## config.mk

```make
export PLATFORM = sky130hd
export DESIGN_NAME = pipeline_ctrl
export DESIGN_NICKNAME = d
export VERILOG_FILES = /design/src/rtl/pipeline_ctrl_pkg.sv /design/src/rtl/pipeline_ctrl_mc_countdown.sv /design/src/rtl/pipeline_ctrl.sv
export SDC_FILE = /design/constraint.sdc
export NUM_CORES = 1
export LEC_CHECK = 0
export BUFFER_PORTS_ARGS = -buffer_cell sky130_fd_sc_hd__buf_2
export CORE_MARGIN = 2
export CORE_UTILIZATION = 45
export DETAILED_ROUTE_END_ITERATION = 12
export PLACE_DENSITY = 0.92
export SLEW_MARGIN = 15
export SYNTH_ARGS = -nofsm -noshare
export SYNTH_HDL_FRONTEND = slang
export SYNTH_HIERARCHICAL = 1
export SYNTH_SLANG_ARGS = --single-unit
```

## constraint.sdc

```tcl
create_clock -name clk -period 4.58 [get_ports clk]
set_input_delay 0.229 -clock clk [delete_from_list [all_inputs] [get_ports clk]]
set_output_delay 0.229 -clock clk [all_outputs]
set_load 0.02 [all_outputs]
```

## src/rtl/pipeline_ctrl_pkg.sv

```systemverilog
// Shared stall-vector encodings, stage bit indices and FSM state codes for the mips pipeline.
// Every pipeline register indexes its stall bit with the STALL_* index constants below.
package pipeline_ctrl_pkg;

    localparam int STALL_W = 6;

    localparam int STALL_IDX_PC    = 0;
    localparam int STALL_IDX_IFID  = 1;
    localparam int STALL_IDX_IDEX  = 2;
    localparam int STALL_IDX_EXMEM = 3;
    localparam int STALL_IDX_MEMWB = 4;
    localparam int STALL_IDX_RSVD  = 5;

    localparam logic [STALL_W-1:0] STALL_NONE = 6'b000000;
    localparam logic [STALL_W-1:0] STALL_ID   = 6'b000111;
    localparam logic [STALL_W-1:0] STALL_EX   = 6'b001111;

    localparam logic [0:0] ST_RUN     = 1'b0;
    localparam logic [0:0] ST_MC_WAIT = 1'b1;

    // Decode-only stall: holds pc and IF/ID, bubbles ID/EX.
    function automatic logic [STALL_W-1:0] stall_from_id(input logic id_stallreq);
        return id_stallreq ? STALL_ID : STALL_NONE;
    endfunction

endpackage

```

## src/rtl/pipeline_ctrl_mc_countdown.sv

```systemverilog
// Multi-cycle op countdown: load N-1, decrement on request, flag zero; never wraps below zero.
// Latency: registered count, zero flag combinational from the count. No backpressure.
// Synchronous active-low reset clears the count.
module mc_countdown #(
    parameter int MC_W = 5
) (
    input  logic            clk,
    input  logic            rst,
    input  logic            load,
    input  logic [MC_W-1:0] load_val,
    input  logic            dec,
    output logic            zero
);

    logic [MC_W-1:0] cnt_q;
    logic [MC_W-1:0] cnt_d;

    always_comb begin
        cnt_d = cnt_q;
        if (load) begin
            cnt_d = load_val;
        end else if (dec && (cnt_q != '0)) begin
            cnt_d = cnt_q - MC_W'(1);
        end
    end

    always_ff @(posedge clk) begin
        if (!rst) begin
            cnt_q <= '0;
        end else begin
            cnt_q <= cnt_d;
        end
    end

    assign zero = (cnt_q == '0);

endmodule

```

## src/rtl/pipeline_ctrl.sv

```systemverilog
// Stall/flush controller for the 5-stage mips pipeline; optional perf counter via STALL_PERF_CNT_EN.
// Latency: stall/flush/ex_mc_done combinational from inputs and state; mc_busy, stall_cycles registered.
// Backpressure: multi-cycle ops hold pc..EX/MEM until done; flush_req wins over everything.
import pipeline_ctrl_pkg::*;

module pipeline_ctrl #(
    parameter int MC_W   = 5,
    parameter int PERF_W = 32
) (
    input  logic               clk,
    input  logic               rst,
    input  logic               id_stallreq,
    input  logic               ex_mc_start,
    input  logic [MC_W-1:0]    ex_mc_cycles,
    input  logic               flush_req,
    output logic [STALL_W-1:0] stall,
    output logic               flush,
    output logic               ex_mc_done,
    output logic               mc_busy,
    output logic [PERF_W-1:0]  stall_cycles
);

    logic [0:0]      state_q;
    logic [0:0]      state_d;
    logic            cnt_load;
    logic [MC_W-1:0] cnt_load_val;
    logic            cnt_dec;
    logic            cnt_zero;

    mc_countdown #(
        .MC_W (MC_W)
    ) u_mc_countdown (
        .clk      (clk),
        .rst      (rst),
        .load     (cnt_load),
        .load_val (cnt_load_val),
        .dec      (cnt_dec),
        .zero     (cnt_zero)
    );

    always_comb begin
        state_d      = state_q;
        stall        = STALL_NONE;
        flush        = 1'b0;
        ex_mc_done   = 1'b0;
        cnt_load     = 1'b0;
        cnt_load_val = '0;
        cnt_dec      = 1'b0;
        if (rst) begin
            case (state_q)
                ST_RUN: begin
                    if (flush_req) begin
                        flush = 1'b1;
                    end else if (ex_mc_start) begin
                        if (ex_mc_cycles != '0) begin
                            stall        = STALL_EX;
                            cnt_load     = 1'b1;
                            cnt_load_val = ex_mc_cycles - MC_W'(1);
                            state_d      = ST_MC_WAIT;
                        end else begin
                            // Zero-length op completes in its issue cycle without stalling.
                            ex_mc_done = 1'b1;
                        end
                    end else begin
                        stall = stall_from_id(id_stallreq);
                    end
                end
                ST_MC_WAIT: begin
                    if (flush_req) begin
                        flush   = 1'b1;
                        state_d = ST_RUN;
                    end else if (!cnt_zero) begin
                        stall   = STALL_EX;
                        cnt_dec = 1'b1;
                    end else begin
                        ex_mc_done = 1'b1;
                        stall      = stall_from_id(id_stallreq);
                        state_d    = ST_RUN;
                    end
                end
                default: begin
                    state_d = ST_RUN;
                end
            endcase
        end
    end

    always_ff @(posedge clk) begin
        if (!rst) begin
            state_q <= ST_RUN;
        end else begin
            state_q <= state_d;
        end
    end

    assign mc_busy = (state_q == ST_MC_WAIT);

`ifdef STALL_PERF_CNT_EN
    logic [PERF_W-1:0] stall_cycles_q;
    logic [PERF_W-1:0] stall_cycles_d;

    always_comb begin
        stall_cycles_d = stall_cycles_q;
        if (stall[STALL_IDX_PC] && (stall_cycles_q != '1)) begin
            stall_cycles_d = stall_cycles_q + PERF_W'(1);
        end
    end

    always_ff @(posedge clk) begin
        if (!rst) begin
            stall_cycles_q <= '0;
        end else begin
            stall_cycles_q <= stall_cycles_d;
        end
    end

    assign stall_cycles = stall_cycles_q;
`else
    assign stall_cycles = '0;
`endif

`ifndef SYNTHESIS
    mc_start_in_wait_a: assert property (@(posedge clk) disable iff (!rst)
        !(state_q == ST_MC_WAIT && ex_mc_start))
        else $warning("pipeline_ctrl: ex_mc_start ignored while a multi-cycle op is in flight");
`endif

endmodule

```

==> results of run 1 <==
stage by stage:
| stage | total power (uW) | utilization [%] | area [um^2] |
|---|---|---|---|
| floorplan | 128 | - | 912 |
| global placement | 116 | 43.8 | 739 |
| detailed placement | 118 | 43.8 | 739 |
| CTS | 168 | 45.1 | 762 |
| global route | 179 | 45.1 | 762 |
| finish | 167 | 45.1 | 762 |
cell usage after synthesis, drive strengths merged (2+ instances only):
cell,number
o21ai,3
nor3b,2
nand3,2
buf,36
nor3,4
a21oi,4
inv,9
o311a,2
nand2,4
nor2,10
or4b,3
ha,2
xnor2,2
dfxtp,6
nand2b,2
worst max-delay path: cells and delay by family, from the launching register on:
| family | cells | cell delay, ps |
|---|---|---|
| compound gates | 1 | 150 |
| fa+ha+maj | 1 | 220 |
| buf+inv | 2 | 160 |
| flops | 1 | 360 |
| simple gates | 4 | 1320 |
cell families after synthesis:
| logic type | Yosys count |
|---|---|
| and+or+nand+nor | 34 |
| DFF | 6 |
| buffers and inverters | 47 |
| adders and majority gates | 2 |
| AOI/OAI and AO/OA | 13 |
| other | 1 |
| xor gates and xnor gates | 2 |
state kept, by name, indices dropped and copies added, names as in the netlist:
signal and flops:
u_mc_countdown/cnt_q 5, mc_busy 1
worst max-delay path by stage:
stage | endpoint | depth (start not counted)
after detailed placement | u_mc_countdown/cnt_q[3] | 8
after global routing | u_mc_countdown/cnt_q[3] | 8
after CTS | stall[0] | 8
final | u_mc_countdown/cnt_q[3] | 8
after floorplan | stall[1] | 8
after global placement | u_mc_countdown/cnt_q[3] | 8
report_power, final:
| group | switching, uW | internal, uW | total, uW | leakage [uW] |
|---|---|---|---|---|
| logic | 46.5 | 14.8 | 61.3 | 0.000322 |
| registers | 2.26 | 54.3 | 56.6 | 0.0000488 |
| clock network | 19.6 | 29.7 | 49.3 | 0.0000138 |
| total | 68.4 | 98.8 | 167 | 0.000385 |
final cells by class:
type                       count  area [um^2]
clock buffer                   3         22.5
sequential                     6          120
tap                           17         21.3
fill                         172          927
timing repair buffer          16         80.1
inverter                      10         38.8
multi-input combinational     85          479
per-layer routing:
metal	GRT usage (%)	vias to the layer above
met5	0	-
met4	10.9	0
met3	3.97	6
met2	28.1	27
met1	15.9	303
li1	-	312
cell usage in the layout (no fill, tap or decap), types with 2 or more instances in the layout:
master,count
conb_1,34
buf_2,16
nor2_1,10
inv_1,9
dfxtp_1,6
nand2_1,4
nor3_1,3
clkbuf_4,3
o21ai_0,3
a21oi_1,3
or4b_4,2
xnor2_1,2
nand2b_1,2
ha_1,2
nor3b_1,2
nand3_1,2
==> flow_summary.toml, run 1 <==
[status]
status = "finished, final reports clean"

[global_route]
antenna_found_initial = 0
grt_pass1_vias = 574
grt_max_degree = 11
grt_usage_pct = 15.8
grt_pass1_wl_um = 2330
gr-total-overflow = 0

[clock_network]
clk_path_buf_depth = 2
cts_htree_levels = 1
worstSkewPairLatency_ps = 250
holdBufCountCts = 0
cts_sinks = 6
cts_tree = "done"
cts-buffers-inserted = 3
post_cts.repair.setup_buffers = 0
clkTransAtPathRegs_ps = 50
cts_resized = 0
clockRootBuffer = "clkbuf_4"

[layout]
synthToLayoutAreaGrowth_pct = -3.33
drive_above_1_share_pct = 22.5
nets = 134
n_antenna_cell = 0
finalNonFillerCells = 137

[floorplanning]
die-area_mm2 = 0.00210
die_x_um = 45.9
ios = 51
fp.dieH_um = 45.9
coreArea_mm2 = 0.00169
rows = 15
start_util_pct = 46.7

[setup_path]
reg2reg_to = "u_mc_countdown/cnt_q[3]"
slowest_delay_ps = 500
r2r_start = "u_mc_countdown/cnt_q[0]"
required_ps = 4750
crit_chain = "inv_1 > ha_1 > or4b_4 > clkinv_2 > nor3_1 > or4b_1 > o21ai_0 > nor3b_1"
critPathKind = "register to register"
rr_worst_depth = 8
slowest_stage = "or4b_1"
cp_max_fo = 6
crit_arrival_ps = 2450
end_kind = "register"
crit_start = "u_mc_countdown/cnt_q[0]"
cp-start-kind = "register"
rrSetupSlack_ps = 2310

[power]
peakVddDrop_v = 0.000138
power.density_mw_per_mm2 = 219
p_leak_uw = 0.000385

[timing]
finClkSkew_ps = 5.53
setup_violations = 0
fmax_mhz = 440
timing.setup.tns_ps = 0
hold_viol_final = 0
min_period_ps = 2270
post-route-period-util_pct = 49.7
maxSlewViolCount = 0
rsz0062_at_grt = "no"
hold_slack_ps = 294
fin_ws_ps = 2310

[synthesis]
yosysTopAreaCellShare_pct = 34.3
ys.flop_type = "dfxtp_1"
synth_edf_count = 0
synth_cell_types = 33
ys_ff_latch = 6
yosys.area_share.simple_pct = 27.6
yosysWarnings = 6
synth_cells = 105
synth-adder-area-share_pct = 3.17
synth.area.mux_share_pct = 0
synth_top_family_by_area = "buffers and inverters"
async_flop_share_pct = 0
ys_seq_area_share_pct = 15.2
synth_xor_area_share_pct = 2.22
synth_compound_area_share_pct = 11.6
synth_area_um2 = 788
netlist_top_cells_area = "buf_4, dfxtp_1, nor2_1, inv_1, or4b_4"
synth_top_cell_by_area = "buf_4"
syn_avg_cell_area_um2 = 7.51

[worst_hold_path]
min_from = "rst"
holdPathStages = 2
hold_class = "primary input to register"
hold_path_end = "u_mc_countdown/cnt_q[0]"

[route]
drc = 0
wl_per_cell_um = 10.2
wl_um = 1390
drt_iter0_markers = 11
dr.pass1.iters = 4
drt-met1-wl_um = 541
top_layer = "met4"
postRouteAntennaNets = 0
wl_met3_um = 58
vias = 648
wl_met2_um = 744
viasPerCell = 4.73

[placed_design]
port_buffers = 16
dpl.hpwl_um = 1190
place.gp.congestion = 0.885
dp.cells = 134
pre_cts_ws_ps = 2310

[flow_run]
maxCapViolations = 0
Power figures use the tool's default switching activity.
==> run 2: changes to the inputs <==
Settings changed: CORE_ASPECT_RATIO set to 1.5, CORE_UTILIZATION 45 to 38, PLACE_DENSITY 0.92 to 0.83.
Clock period 4.58 ns to 1.9 ns, I/O delays scaled along.
==> run 2 against run 1 <==
The run now ends with negative setup slack left. Clock power up 140%. Count of clock-buffer cells in the layout unchanged. Hold slack worse by 130 ps. Critical path type is now register to output pin. Largest power group unchanged. Highest routed layer unchanged.
==> flow_summary.toml, run 2 (synthesis results as in run 1) <==
[status]
status = "finished, violations left"
violations = "negative setup slack"

[global_route]
gr-total-overflow = 0
grt_usage_pct = 18.0
grt_max_degree = 11
grt_pass1_vias = 690
antenna_found_initial = 0
grt_pass1_wl_um = 2840

[timing]
hold_viol_final = 0
finClkSkew_ps = 2.04
hold_slack_ps = 166
post-route-period-util_pct = 106
fmax_mhz = 498
setup_violations = 5
rsz0062_at_grt = "yes"
fin_ws_ps = -106
maxSlewViolCount = 0
min_period_ps = 2010

[layout]
finalNonFillerCells = 156
synthToLayoutAreaGrowth_pct = 22.7
n_antenna_cell = 0
largest_register_ff_count = 5
regMostFlops = "u_mc_countdown/cnt_q"
nets = 148
final_cell_mix = "conb_1, buf_4, buf_2"
drive_above_1_share_pct = 40.3
layout_commonest_cell = "conb_1"
fillers = 195

[setup_path]
crit_cells = 9
end_kind = "output pin"
slowest_delay_ps = 480
cp_max_fo = 3
r2r_start = "u_mc_countdown/cnt_q[0]"
slowest_stage = "or4b_4"
rrSetupSlack_ps = -20
crit_start = "u_mc_countdown/cnt_q[0]"
critPathBufInv = 4
crit_chain = "inv_2 > ha_4 > or4b_4 > clkinv_4 > buf_6 > nor2b_1 > a31oi_1 > nor2_1 > buf_4"
worstSetupEndpoint = "stall[3]"
cp-start-kind = "register"
required_ps = 1800
reg2reg_to = "u_mc_countdown/cnt_q[3]"
critPathTopFamily = "simple AND/OR/NAND/NOR gates"
rr_worst_depth = 8
crit_arrival_ps = 1910
critPathKind = "register to output pin"

[route]
viasPerCell = 4.86
postRouteAntennaNets = 0
vias = 758
dr.pass1.iters = 4
wl_per_cell_um = 12.1
drt_iter0_markers = 20
drc = 0
wl_um = 1880

[floorplanning]
die-area_mm2 = 0.00246
coreArea_mm2 = 0.00200
start_util_pct = 39.4
die_x_um = 41.2
rows = 20
ios = 51
fp.dieH_um = 59.8

[placed_design]
pre_cts_ws_ps = -111
port_buffers = 16
dpl.hpwl_um = 1220
dp.cells = 141
place.gp.congestion = 0.862

[power]
intPower_uw = 278
combPwrFrac_pct = 44.9
p_sw_uw = 191
power.density_mw_per_mm2 = 485
p_seq_share_pct = 29.4
peakVddDrop_v = 0.000286
p_leak_uw = 0.000486
power_switching_share_pct = 40.7
power_frac_clock_pct = 25.7

[clock_network]
clkTransAtPathRegs_ps = 40
clk_path_buf_depth = 2
clockRootBuffer = "clkbuf_4"
cts_sinks = 6
worstSkewPairLatency_ps = 250
cts-buffers-inserted = 3
cts_tree = "done"
cts_htree_levels = 1

[flow_run]
maxCapViolations = 0

[worst_hold_path]
hold_class = "primary input to register"
==> run 2: worst min-delay path by stage <==
stage / from / end / cells past startpoint
CTS: rst / u_mc_countdown/cnt_q[0] / 2
finish: rst / u_mc_countdown/cnt_q[0] / 2
detailed placement: rst / u_mc_countdown/cnt_q[0] / 2
floorplan: rst / u_mc_countdown/cnt_q[0] / 1
global route: rst / u_mc_countdown/cnt_q[0] / 2
global placement: rst / u_mc_countdown/cnt_q[0] / 2
==> run 2: final cells by class <==
class / count / area (um^2) / area share [%]
tap: 22 / 27.5 / 2.85
sequential: 6 / 124 / 12.8
inverter: 10 / 42.5 / 4.40
timing repair buffer: 30 / 205 / 21.2
multi-input combinational: 85 / 546 / 56.4
clock buffer: 3 / 22.5 / 2.33
==> run 2: worst register-to-register path, delay by kind of cell, from the launching register on <==
kind	cells	cell delay, ps
fa+ha+maj	1	150
flops	1	340
buf+inv	2	120
simple gates	4	1110
compound gates	1	140
==> run 2: metrics by stage <==
stage / setup TNS (ps) / util [%] / total power, uW / instance area, um^2
5_1_grt: -626 / 48.3 / 510 / 967
6_report: -195 / 48.3 / 469 / 967
3_5_place_dp: -111 / 39.3 / 297 / 787
2_1_floorplan: 0 / - / 315 / 938
3_3_place_gp: 0 / 39.3 / 292 / 787
4_1_cts: -141 / 47.3 / 463 / 946
==> run 2: timing repair <==
action / in CTS / in global routing
buffers inserted: 11 / 3
pin swaps: 3 / 2
resized for setup: 18 / 5
endpoints found under the setup margin: 6 / 9
hold buffers: 0 / 0
==> run 2: power by group through the flow <==
stage | registers (uW) | logic (uW) | clock network (uW)
after floorplan | 138 | 177 | 0
after global placement | 138 | 153 | 0
after detailed placement | 138 | 158 | 0
after CTS | 137 | 200 | 126
after global routing | 138 | 227 | 145
final | 138 | 211 | 120
==> run 2: layer usage <==
metal / vias to the layer above / GRT usage [%] / share of wire [%]
met1: 358 / 15.1 / 34
met4: 0 / 16.6 / 3.1
met2: 51 / 31.7 / 56
met3: 7 / 3.72 / 6.9
met5: - / 0 / 0
li1: 342 / - / -
